## config.mk

```make
export PLATFORM = sky130hd
export DESIGN_NAME = hazard_detection_unit
export DESIGN_NICKNAME = d
export VERILOG_FILES = /design/src/rtl/pipeline_pkg.sv /design/src/rtl/dest_shadow_stage.sv /design/src/rtl/hazard_detection_unit.sv
export SDC_FILE = /design/constraint.sdc
export NUM_CORES = 1
export LEC_CHECK = 0
export ABC_AREA = 1
export CAP_MARGIN = 20
export CORE_MARGIN = 1
export CORE_UTILIZATION = 45
export CTS_CLUSTER_SIZE = 25
export DETAILED_ROUTE_END_ITERATION = 10
export GPL_TIMING_DRIVEN = 0
export PLACE_DENSITY = 0.83
export SLEW_MARGIN = 20
export SYNTH_ARGS = -nofsm -noshare
export SYNTH_HDL_FRONTEND = slang
export SYNTH_SLANG_ARGS = --single-unit
```

## constraint.sdc

```tcl
create_clock -name clk_i -period 1.5 [get_ports clk_i]
set_input_delay 0.15 -clock clk_i [delete_from_list [all_inputs] [get_ports clk_i]]
set_output_delay 0.15 -clock clk_i [all_outputs]
set_load 0.02 [all_outputs]
```

## src/rtl/pipeline_pkg.sv

```systemverilog
// Shared pipeline definitions: register-index width, shadow-slot layout and the
// source-vs-slot match rule used by the hazard detection logic.
package pipeline_pkg;

   localparam int unsigned REG_W = 3;
   localparam logic [REG_W-1:0] ZERO_REG = '0;

   // Forwarding-mux select codes consumed by the downstream forwarding unit
   localparam logic [1:0] FORWARD_EX_RES  = 2'b10;
   localparam logic [1:0] FORWARD_MEM_RES = 2'b11;

   typedef struct packed {
      logic [REG_W-1:0] dest;
      logic             wb_en;
      logic             is_load;
   } slot_t;

   function automatic logic src_match(input logic             valid,
                                      input logic [REG_W-1:0] src,
                                      input slot_t            slot);
      return valid && (src != ZERO_REG) && slot.wb_en && (src == slot.dest);
   endfunction

endpackage

```

## src/rtl/dest_shadow_stage.sv

```systemverilog
// One shadow-pipeline slot: loads the incoming slot or a bubble on each clock edge,
// cleared asynchronously by reset.
module dest_shadow_stage
   import pipeline_pkg::*;
(
   input  logic  clk_i,
   input  logic  rst_i,
   input  logic  load_i,
   input  slot_t slot_i,
   output slot_t slot_o
);

   slot_t slot_q;

   always_ff @(posedge clk_i or posedge rst_i) begin
      if (rst_i) begin
         slot_q <= '0;
      end else begin
         slot_q <= load_i ? slot_i : '0;
      end
   end

   assign slot_o = slot_q;

endmodule

```

## src/rtl/hazard_detection_unit.sv

```systemverilog
// Decode-stage hazard controller: tracks in-flight destinations in an EX/MEM/WB shadow
// pipeline and produces stall/flush controls plus a saturating stall-cycle counter.
module hazard_detection_unit
   import pipeline_pkg::*;
#(
   parameter int unsigned CNT_W = 16
) (
   input  logic             clk_i,
   input  logic             rst_i,
   input  logic             fwd_en_i,
   input  logic             id_valid_i,
   input  logic [REG_W-1:0] id_src1_i,
   input  logic [REG_W-1:0] id_src2_i,
   input  logic             id_src2_used_i,
   input  logic [REG_W-1:0] id_dest_i,
   input  logic             id_wb_en_i,
   input  logic             id_is_load_i,
   input  logic             br_taken_i,
   output logic             pc_write_o,
   output logic             ifid_write_o,
   output logic             ifid_flush_o,
   output logic             idex_bubble_o,
   output logic             hazard_en_o,
   output logic [REG_W-1:0] ex_op_dest_o,
   output logic [REG_W-1:0] mem_op_dest_o,
   output logic [CNT_W-1:0] stall_cnt_o
);

   slot_t id_slot, ex_slot, mem_slot, wb_slot;
   logic  hit_ex, hit_mem, hit_wb;
   logic  stall, count_en, ex_load;

   logic [CNT_W-1:0] stall_cnt_q, stall_cnt_d;

   // Dest is zeroed for non-writing instructions so the exported dests read 0
   assign id_slot.dest    = id_wb_en_i ? id_dest_i : ZERO_REG;
   assign id_slot.wb_en   = id_wb_en_i;
   assign id_slot.is_load = id_is_load_i;

   assign hit_ex  = src_match(id_valid_i, id_src1_i, ex_slot) |
                    (id_src2_used_i & src_match(id_valid_i, id_src2_i, ex_slot));
   assign hit_mem = src_match(id_valid_i, id_src1_i, mem_slot) |
                    (id_src2_used_i & src_match(id_valid_i, id_src2_i, mem_slot));
   assign hit_wb  = src_match(id_valid_i, id_src1_i, wb_slot) |
                    (id_src2_used_i & src_match(id_valid_i, id_src2_i, wb_slot));

   // With forwarding only load-use needs a bubble; without it any in-flight writer does
   assign stall    = fwd_en_i ? (hit_ex & ex_slot.is_load) : (hit_ex | hit_mem | hit_wb);
   assign count_en = stall & ~br_taken_i;
   assign ex_load  = id_valid_i & ~stall & ~br_taken_i;

   dest_shadow_stage u_ex_stage (
      .clk_i  (clk_i),
      .rst_i  (rst_i),
      .load_i (ex_load),
      .slot_i (id_slot),
      .slot_o (ex_slot)
   );

   dest_shadow_stage u_mem_stage (
      .clk_i  (clk_i),
      .rst_i  (rst_i),
      .load_i (1'b1),
      .slot_i (ex_slot),
      .slot_o (mem_slot)
   );

   dest_shadow_stage u_wb_stage (
      .clk_i  (clk_i),
      .rst_i  (rst_i),
      .load_i (1'b1),
      .slot_i (mem_slot),
      .slot_o (wb_slot)
   );

   always_comb begin
      pc_write_o    = 1'b1;
      ifid_write_o  = 1'b1;
      ifid_flush_o  = 1'b0;
      idex_bubble_o = 1'b0;
      hazard_en_o   = 1'b0;
      if (!rst_i) begin
         if (br_taken_i) begin
            ifid_flush_o  = 1'b1;
            idex_bubble_o = 1'b1;
         end else if (stall) begin
            pc_write_o    = 1'b0;
            ifid_write_o  = 1'b0;
            idex_bubble_o = 1'b1;
            hazard_en_o   = 1'b1;
         end
      end
   end

   always_comb begin
      stall_cnt_d = stall_cnt_q;
      if (count_en && (stall_cnt_q != {CNT_W{1'b1}})) begin
         stall_cnt_d = stall_cnt_q + CNT_W'(1);
      end
   end

   always_ff @(posedge clk_i or posedge rst_i) begin
      if (rst_i) begin
         stall_cnt_q <= '0;
      end else begin
         stall_cnt_q <= stall_cnt_d;
      end
   end

   assign ex_op_dest_o  = ex_slot.dest;
   assign mem_op_dest_o = mem_slot.dest;
   assign stall_cnt_o   = stall_cnt_q;

endmodule

```

Word-level counts from Yosys, hierarchy flattened
Index checks and enable logic that the tools add are counted.

storage, ports and cells
  word-level logic and storage cells = 60
  bits of input ports = 17
  flip-flop bits (word level) = 29

operators by class
  mux-type cells = 13
  equal/unequal tests = 7
  add/subtract/negate cells = 1
  bitwise gates (word level) = 14
  reductions and logical operators = 17

operators with widths
  operator                                        number
  == test 3 bit                                   6
  adder 16 x 1 -> 16 bit (second input constant)  1
  != test 16 bit (second input constant)          1
  logical AND 1 bit                               15
  two-way mux 1 bit                               11
  AND 1 bit                                       7
  nonzero test 3 bit                              2
  two-way mux 5 bit                               1
  bitwise OR 1 bit                                5
  two-way mux 3 bit                               1
  inverter 1 bit                                  2

Depth between registers and ports, before layout
Gate-level depths: netlist of the first run.

  word-level depth = 13
  depth in mapped cells = 13
  gate-level depth less buffers = 12

Cells and area by module
Synthesis of the first run repeated with hierarchy kept, for this count alone.

second synthesis, totals
  cell total of the unflattened synthesis = 294
  area total of the unflattened synthesis = 1,979.4 sq um

by module, submodules not included
  module                 area an instance (sq um)  times used  seq. area each (sq um)  cells an instance
  hazard_detection_unit  1,480.2                   1           400.4                   246
  dest_shadow_stage      166.4                     3           125.1                   16

Worst setup path after synthesis of the first run
OpenSTA, ideal clock, no wires.

  kind = reg-to-output
  from = register u_ex_stage.slot_q, in the netlist u_ex_stage.slot_o[2]
  to = output pc_write_o
  data required time = 1,350 ps
  arrival time = 1,715 ps
  buffers on the path = 1
  setup slack = -365 ps
  cell stages (with the launch flop) = 13
  cell sequence = dfrtp_1 -> inv_1 -> nand2_1 -> nand3_1 -> nor2_2 -> nand2_1 -> nand2_2 -> inv_1 -> nand3_4 -> nand3_4 -> nor2_1 -> inv_1 -> buf_4

on the way
  cells in the longest elaborated chain, start to end = 10
  elaborated cells on any way between the ends = 13
  those cells by class = eq/ne: 2; mux: 4; bitwise: 5; reduce/logical: 2

RTL lines
  item                              RTL line                     RTL
  start, declared                   dest_shadow_stage.sv:13      slot_t slot_q;
  start signal, assigned            dest_shadow_stage.sv:19      slot_q <= load_i ? slot_i : '0;
  == test 3 bit                     pipeline_pkg.sv:21           return valid && (src != ZERO_REG) && slot.wb_en && (src == slot.dest);
  logical AND 1 bit                 pipeline_pkg.sv:21
  AND 1 bit                         hazard_detection_unit.sv:41  (id_src2_used_i & src_match(id_valid_i, id_src2_i, ex_slot));
  bitwise OR 1 bit *                hazard_detection_unit.sv:40  assign hit_ex = src_match(id_valid_i, id_src1_i, ex_slot) |
  bitwise OR 1 bit (2 in a row)     hazard_detection_unit.sv:48  assign stall = fwd_en_i ? (hit_ex & ex_slot.is_load) : (hit_ex | hit_mem | hit_wb);
  two-way mux 1 bit *               hazard_detection_unit.sv:48
  two-way mux 1 bit * (3 in a row)  n/a
  end, declared                     hazard_detection_unit.sv:19  output logic pc_write_o,

Every way passes the cells marked *; elsewhere a longest branch is shown, timed or not.

Worst setup path in the final report of the first run
  from = register u_mem_stage.slot_q, in the netlist u_mem_stage.slot_o[3]
  to = output pc_write_o

on the way
  cells in the longest elaborated chain, start to end = 10
  elaborated cells on any way between the ends = 12
  those cells by class = eq/ne: 2; mux: 4; bitwise: 4; reduce/logical: 2

RTL lines
  item                             RTL line                     RTL
  start, declared                  dest_shadow_stage.sv:13
  start signal, assigned           dest_shadow_stage.sv:19
  == test 3 bit                    pipeline_pkg.sv:21
  logical AND 1 bit                pipeline_pkg.sv:21
  AND 1 bit                        hazard_detection_unit.sv:43  (id_src2_used_i & src_match(id_valid_i, id_src2_i, mem_slot));
  bitwise OR 1 bit *               hazard_detection_unit.sv:42  assign hit_mem = src_match(id_valid_i, id_src1_i, mem_slot) |
  bitwise OR 1 bit * (2 in a row)  hazard_detection_unit.sv:48
  two-way mux 1 bit *              hazard_detection_unit.sv:48
  two-way mux 1 bit *              hazard_detection_unit.sv:86  end else if (stall) begin
  two-way mux 1 bit *              hazard_detection_unit.sv:83  if (br_taken_i) begin
  two-way mux 1 bit *              hazard_detection_unit.sv:82  if (!rst_i) begin

Marks and branches as above.

==> flow_summary.toml, run 1 <==
[synthesis]
yosysTopAreaCellShare = 0.381
synth_nets = 289
synthTopCellsByArea = "dfrtp_1, nand2_1, nor2_1"
synth-seq-area-share = 0.381
syn_area_sq_um = 1900
yosys.cell_types.count = 26
ys_warn_count = 0
synth-seq-cells = 29
synth.avg_cell_area_sq_um = 7.03
synth_top_cell_by_area = "dfrtp_1"
synthCells = 271

[outcome]
status = "finished, violations left"
violations = "setup timing"

[routing]
drcViolationCount = 0
wl_per_cell_um = 12.3
dr_total_vias = 1877
via_per_inst = 4.85
drtPass1Iterations = 4
wl_um = 4780
detail-route-antenna-nets = 0
drtIter0Drc = 101

[clock_tree]
ctsHoldBuffers = 0
cts_buffer_depth = 2
clkLatencyLatePin_ps = 290
htree_levels = 2
numCtsBuffers = 5
root_buffer = "clkbuf_8"
cts_sinks = 29
cts_tree = "built"
clk_pin_slew_ps = 60

[power_and_ir_drop]
power.leakage_nw = 1.59
total_power_mw = 1.98
power_density_nw_per_um2 = 709
ir_drop_mv = 0.561

[job]
maxCapViolCount = 0

[floorplanning]
io_pins = 44
core_area_sq_um = 4030
fp-row-count = 23
dieArea_sq_um = 4500
die_w_um = 67.1
start_util = 0.473
die_h_um = 67.1

[timing]
min_period_ps = 1910
fin_worst_skew_ps = 5.04
drv_slew = 0
fin_crit_sh = 1.28
rsz0062_at_grt = "yes"
finalHoldViolCount = 0
tightestPinTransition_ps = 632
setup_viol = 25
max_freq_mhz = 523
slew-limit-headroom = 0.578
timing.final.ws_setup_ps = -414

[critical_path]
reg2reg_from = "u_mem_stage.slot_o[3]"
startpoint = "u_mem_stage.slot_o[3]"
critPathRequiredTime_ps = 1350
cp_data_arrival_time_ps = 1760
crit_path_max_fanout = 5
endpoint_kind = "output pin"
cp-start-kind = "flip-flop"
critPathKind = "flip-flop to output pin"

[grt]
grt_pass1_vias = 1774
grt_overflow = 0
grtUsageTotal = 0.231
antenna_found_initial = 0
grt_pass1_wl_um = 7550
grt_start_max_net_pins = 30

[place]
place_congestion = 0.897
io_buffers = 43
place_area_sq_um = 2450
preCtsSetupSlack_ps = -904
dp_hpwl_um = 3220
placedCellCount = 364

[worst_hold_path]
hp-class = "primary input to flip-flop"
min-delay-start = "id_dest_i[1]"

[cells_and_area]
design_area_sq_um = 2800
syn2layout_area_growth_pct = 47.0
final_cells = 387
final_cell_mix = "nand2_1, nor2_1, nand2_2, dfrtp_1, inv_1"
drive_above_1_share = 0.276
layout_commonest_cell = "nand2_1"
nets = 354
fin_util = 0.695
num_antenna_cells = 0
fillers = 333
## timing repair
item / 4_1_cts / 5_1_grt
gates resized for setup: 67 / 20
pin swaps: 19 / 9
endpoints found under the setup margin: 39 / 34
buffers inserted: 11 / 3
cloned: 1 / 0
## worst max-delay path, stage by stage (launching register included)
cell and delay [ps]:
dfrtp_1 410, inv_1 70, nand2_1 60, nand2_1 50
nor2_1 90, nand2_1 50, nand2_1 80, nand2_1 90
nand3_4 100, nand3_4 90, nor2_4 110, inv_2 50
buf_6 100, buf_6 120
## where the power goes
part	total [mW]	leakage, nW	internal [mW]	switching, mW
registers	0.839	0.393	0.807	0.0322
logic	0.291	1.13	0.138	0.153
clock network	0.853	0.0585	0.541	0.312
## flip-flops by register name (all words and copies together), names as in the netlist
signal,flops
stall_cnt_o,16
u_wb_stage.slot_o,4
u_mem_stage.slot_o,4
u_ex_stage.slot_o,5
## synthesized netlist by cell type, drive strengths merged
cell type and n:
nand2 125, a21oi 1, and2 1, a21boi 1, nand3 11, nand4 3, xor2 11, nor2 34
inv 33, o21ai 1, xnor2 3, dfrtp 29, nor3 5, nor4 3, buf 9, ha 1
## metal layers
metal	up-vias	share of wire	GRT usage
met3	6	0.047	0.0479
li1	947	-	-
met1	867	0.41	0.251
met2	57	0.53	0.421
met4	0	0.014	0.106
met5	-	0	0
## area by class of cell
type	instances	area, sq um	share of cell area
multi-input cells	200	1090	0.391
flip-flops and latches	29	731	0.261
repair buffers	58	589	0.211
inverters	33	124	0.0443
clock buffers	7	86.3	0.0308
plain buffers	9	82.6	0.0295
well taps	50	62.6	0.0224
clock inverters	1	30.0	0.0107
## path summary, 6_finish.rpt
kind                                         end  slack [ps]  depth (start not counted)
min in group asynchronous   u_ex_stage.slot_o[0]         440                          2
max                                   pc_write_o        -410                         13
min reg2reg                u_mem_stage.slot_o[1]         410                          0
max in group asynchronous   u_ex_stage.slot_o[2]         610                          2
min                         u_ex_stage.slot_o[3]         400                          3
max reg2reg                       stall_cnt_o[6]        -360                         15
## metrics by stage
| stage | TNS, ps | hold slack (ps) |
|---|---|---|
| after floorplan | -2420 | 228 |
| after global placement | -15300 | 391 |
| after detailed placement | -18410 | 392 |
| after CTS | -7070 | 376 |
| after global routing | -10620 | 397 |
| final | -7700 | 396 |
## logic make-up (layout without fill, tap and decap cells)
| logic type | count (synthesis) | after routing | share of synthesized area |
|---|---|---|---|
| fa+ha+maj | 1 | 1 | 0.00657 |
| simple gates | 182 | 182 | 0.436 |
| compound gates | 3 | 3 | 0.00919 |
| xor+xnor | 14 | 14 | 0.0644 |
| buf+inv | 42 | 108 | 0.103 |
| flops | 29 | 29 | 0.381 |
Power figures use the tool's default switching activity.
==> inputs of run 2 (changes only) <==
- CORE_ASPECT_RATIO: not set -> 0.75
==> run 2 against run 1 <==
Net effect: the flow still finishes with violations (setup timing); final area grew 0.63%; clock power decreased by 25%; critical path depth unchanged; global-route usage fell by 2.4 points; sequential share of layout area shrank 0.21 points; cell count up 2.3%.
==> flow_summary.toml, run 2 (synthesized netlist as in run 1, its figures left out) <==
[routing]
detail-route-antenna-nets = 0
wl_per_cell_um = 11.6
drtIter0Drc = 162
wl_um = 4600
via_per_inst = 4.68
drtPass1Iterations = 4
dr_total_vias = 1853
drcViolationCount = 0

[critical_path]
ff2ff_path_depth = 15
startpoint = "u_ex_stage.slot_o[2]"
reg2reg_from = "u_ex_stage.slot_o[2]"
cp_data_arrival_time_ps = 1770
r2r_setup_slack_ps = -360
reg2reg_to = "stall_cnt_o[5]"
crit_path_max_fanout = 5
critPathRequiredTime_ps = 1350
endpoint_kind = "output pin"
cp-start-kind = "flip-flop"
critPathKind = "flip-flop to output pin"

[power_and_ir_drop]
power.leakage_nw = 1.60
power_density_nw_per_um2 = 632
p_sw_frac = 0.259
intPower_mw = 1.32
power_frac_clock = 0.358
total_power_mw = 1.78
ir_drop_mv = 0.527
p_seq_frac = 0.466
power_frac_comb = 0.176
p_sw_mw = 0.461

[cells_and_area]
syn2layout_area_growth_pct = 47.9
fillers = 324
num_antenna_cells = 0
drive_above_1_share = 0.267
final_cells = 396
final_cell_mix = "nand2_1, dfrtp_1, nor2_1"
design_area_sq_um = 2820
fin_util = 0.695
nets = 359
layout_commonest_cell = "nand2_1"
largest_register_ffs = 16

[worst_hold_path]
hp-class = "primary input to async pin"

[outcome]
violations = "setup timing"
status = "finished, violations left"

[timing]
timing.final.ws_setup_ps = -419
fin_crit_sh = 1.28
drv_slew = 0
max_freq_mhz = 521
rsz0062_at_grt = "yes"
finalHoldViolCount = 0
tns_ps = -6980
setup_viol = 25
tightestPinTransition_ps = 574
min_period_ps = 1920
fin_worst_skew_ps = 3.78
slew-limit-headroom = 0.617
whs_ps = 400

[grt]
grt_overflow = 0
antenna_found_initial = 0
grt_pass1_wl_um = 7200
grt_pass1_vias = 1532
grtUsageTotal = 0.207
grt_start_max_net_pins = 18

[clock_tree]
root_buffer = "clkbuf_8"
clk_pin_slew_ps = 60
cts_buffer_depth = 2
numCtsBuffers = 5
clkLatencyLatePin_ps = 270
cts_tree = "built"
ctsHoldBuffers = 0
htree_levels = 2
cts_sinks = 29

[place]
place_area_sq_um = 2490
placedCellCount = 370
dp_hpwl_um = 3270
io_buffers = 43
preCtsSetupSlack_ps = -933
place_congestion = 0.909

[floorplanning]
core_area_sq_um = 4050
die_w_um = 77.1
dieArea_sq_um = 4500
die_h_um = 58.3
start_util = 0.470
fp-row-count = 20
io_pins = 44

[job]
maxCapViolCount = 0
==> run 2: cell count changes in the layout (fill, tap and decap cells not counted), sizes merged <==
cell / change
dlymetal6s2s: -1
buf: +5
clkdlybuf4s15: -1
clkdlybuf4s50: +2
bufinv: -1
==> run 2: cell type report <==
type,instances,area (sq um),area share
multi-input cells,200,1070,0.382
flip-flops and latches,29,729,0.259
repair buffers,63,654,0.232
inverters,33,124,0.0440
clock buffers,7,86.3,0.0307
plain buffers,9,78.8,0.0280
well taps,55,68.8,0.0244
==> run 2: how the worst max path moves through the flow <==
stage	end	slack [ps]	cells past startpoint
after floorplan	stall_cnt_o[0]	-190	9
after global placement	pc_write_o	-910	14
after detailed placement	pc_write_o	-930	14
after CTS	idex_bubble_o	-430	12
after global routing	pc_write_o	-540	13
final	pc_write_o	-420	13
==> run 2: worst max-delay path, cell delays in order, from the launching register on <==
cell	delay, ps
dfrtp_1	420
inv_1	80
nand2_1	70
nand3_2	90
nor2_2	80
nand2_1	60
nand2_2	90
inv_2	50
nand3_4	90
nand3_4	90
nor2_4	100
inv_2	50
buf_6	100
buf_6	120
==> run 2: what timing repair did <==
action	CTS	global route
endpoints found under the setup margin	35	34
buffers inserted	13	5
gates resized for setup	48	23
cloned	1	0
endpoints found under the hold margin	0	0
pin swaps	6	7
==> run 2: layer usage <==
layer	wire, um	vias to the layer above	global-route usage	share of wire
li1	-	953	-	-
met1	2180	831	0.314	0.47
met2	2080	61	0.296	0.45
met3	277	8	0.0589	0.060
met4	55	0	0.0377	0.012
met5	0	-	0	0
==> run 2: power groups by stage <==
stage,Sequential [mW],Clock (mW),Combinational (mW)
floorplan,0.861,0,0.136
global route,0.831,0.685,0.344
detailed placement,0.851,0,0.275
CTS,0.829,0.648,0.298
finish,0.829,0.637,0.313
global placement,0.851,0,0.261
==> inputs of run 3 (changes only) <==
- SETUP_SLACK_MARGIN: not set -> 0.05
==> run 3 against run 2 <==
Net effect: largest power group unchanged; the flow still finishes with violations (setup timing); sequential share of layout area increased by 0.27 points; maximum frequency decreased by 0.24%; core utilization decreased by 0.71 points; highest routed layer unchanged; clock power about the same.
==> flow_summary.toml, run 3 (synthesized netlist as in run 1, its figures left out) <==
[routing]
detail-route-antenna-nets = 0
wl_per_cell_um = 11.6
via_per_inst = 4.64
drcViolationCount = 0
drtPass1Iterations = 4
dr_total_vias = 1839
wl_um = 4590
drtIter0Drc = 189

[cells_and_area]
final_cell_mix = "nand2_1, dfrtp_1, nor2_1"
fillers = 334
fin_util = 0.688
drive_above_1_share = 0.276
layout_commonest_cell = "nand2_1"
nets = 359
largest_register_ffs = 16
syn2layout_area_growth_pct = 46.4
num_antenna_cells = 0
design_area_sq_um = 2790

[outcome]
violations = "setup timing"
status = "finished, violations left"

[critical_path]
critPathKind = "flip-flop to output pin"
ff2ff_path_depth = 15
endpoint_kind = "output pin"
cp-start-kind = "flip-flop"
reg2reg_to = "stall_cnt_o[5]"
cp_data_arrival_time_ps = 1770
critPathRequiredTime_ps = 1350
crit_path_max_fanout = 5
r2r_setup_slack_ps = -360
reg2reg_from = "u_ex_stage.slot_o[2]"

[timing]
setup_viol = 25
min_period_ps = 1920
fin_worst_skew_ps = 3.16
finalHoldViolCount = 0
tightestPinTransition_ps = 572
slew-limit-headroom = 0.618
fin_crit_sh = 1.28
whs_ps = 398
rsz0062_at_grt = "yes"
drv_slew = 0
timing.final.ws_setup_ps = -424
max_freq_mhz = 520

[power_and_ir_drop]
p_seq_frac = 0.466
intPower_mw = 1.32
power_frac_clock = 0.358
power.leakage_nw = 1.52
power_frac_comb = 0.176
power_density_nw_per_um2 = 638
p_sw_frac = 0.259
ir_drop_mv = 0.525
p_sw_mw = 0.460

[place]
place_area_sq_um = 2490
place_congestion = 0.909
preCtsSetupSlack_ps = -933
io_buffers = 43
dp_hpwl_um = 3270

[floorplanning]
dieArea_sq_um = 4500
io_pins = 44
start_util = 0.470
die_h_um = 58.3
fp-row-count = 20
die_w_um = 77.1
core_area_sq_um = 4050

[grt]
antenna_found_initial = 0
grt_pass1_wl_um = 7200
grtUsageTotal = 0.207
grt_pass1_vias = 1532
grt_overflow = 0
grt_start_max_net_pins = 18

[worst_hold_path]
hp-class = "primary input to async pin"

[clock_tree]
clkLatencyLatePin_ps = 270
clk_pin_slew_ps = 60
htree_levels = 2
root_buffer = "clkbuf_8"
cts_tree = "built"
numCtsBuffers = 5
ctsHoldBuffers = 0
cts_sinks = 29
cts_buffer_depth = 2

[job]
maxCapViolCount = 0
==> run 3: changes by cell type in the layout (fill, tap and decap cells not counted), sizes merged <==
cell	change
dlygate4sd2	+3
dlymetal6s2s	-6
clkdlybuf4s50	-2
clkbuf	+1
buf	+2
clkdlybuf4s15	+2
==> run 3: worst max path at each step <==
| stage | startpoint | to | depth (start not counted) |
|---|---|---|---|
| final | u_ex_stage.slot_o[2] | pc_write_o | 13 |
| after global placement | id_src1_i[0] | pc_write_o | 14 |
| after detailed placement | id_src1_i[0] | pc_write_o | 14 |
| after floorplan | stall_cnt_o[0] | stall_cnt_o[0] | 9 |
| after CTS | u_ex_stage.slot_o[2] | idex_bubble_o | 12 |
| after global routing | u_mem_stage.slot_o[4] | pc_write_o | 13 |
==> run 3: critical path, cell delays in order (launching register included) <==
cell     delay [ps]
dfrtp_1         420
inv_1            80
nand2_1          70
nand3_2          90
nor2_2           80
nand2_1          60
nand2_2          90
inv_2            50
nand3_4          90
nand3_4         100
nor2_4          100
inv_2            50
buf_6           110
buf_6           120
==> run 3: metal layers <==
metal	global-route usage	vias up	share of wire
met5	0	-	0
met4	0.0377	0	0.0076
met3	0.0589	4	0.053
met2	0.296	56	0.46
met1	0.314	830	0.48
li1	-	949	-
==> run 3: per-stage QoR <==
step / TNS [ps] / power [mW] / instances
2_1_floorplan: -2420 / 0.997 / 271
3_3_place_gp: -16700 / 1.11 / 369
3_5_place_dp: -13360 / 1.13 / 370
4_1_cts: -6910 / 1.78 / 391
5_1_grt: -9830 / 1.86 / 396
6_report: -7010 / 1.78 / 396
==> run 3: timing repair <==
| item | CTS | global route |
|---|---|---|
| buffers inserted | 13 | 5 |
| setup endpoints to repair | 45 | 30 |
| cloned | 1 | 0 |
| resized for setup | 56 | 23 |
| pin swaps | 6 | 7 |
==> run 3: area by class of cell <==
| cell class | count | area, sq um | area share |
|---|---|---|---|
| Buffer | 9 | 78.8 | 0.0283 |
| Inverter | 33 | 124 | 0.0444 |
| Clock buffer | 7 | 86.3 | 0.0310 |
| Timing Repair Buffer | 63 | 626 | 0.224 |
| Tap cell | 55 | 68.8 | 0.0247 |
| Multi-Input combinational cell | 200 | 1070 | 0.386 |
| Sequential cell | 29 | 729 | 0.262 |
==> run 3: power by group through the flow <==
stage	clock network, mW	logic [mW]	registers (mW)
final	0.636	0.313	0.829
after global routing	0.685	0.344	0.831
after CTS	0.648	0.298	0.829
after detailed placement	0	0.275	0.851
after global placement	0	0.261	0.851
after floorplan	0	0.136	0.861
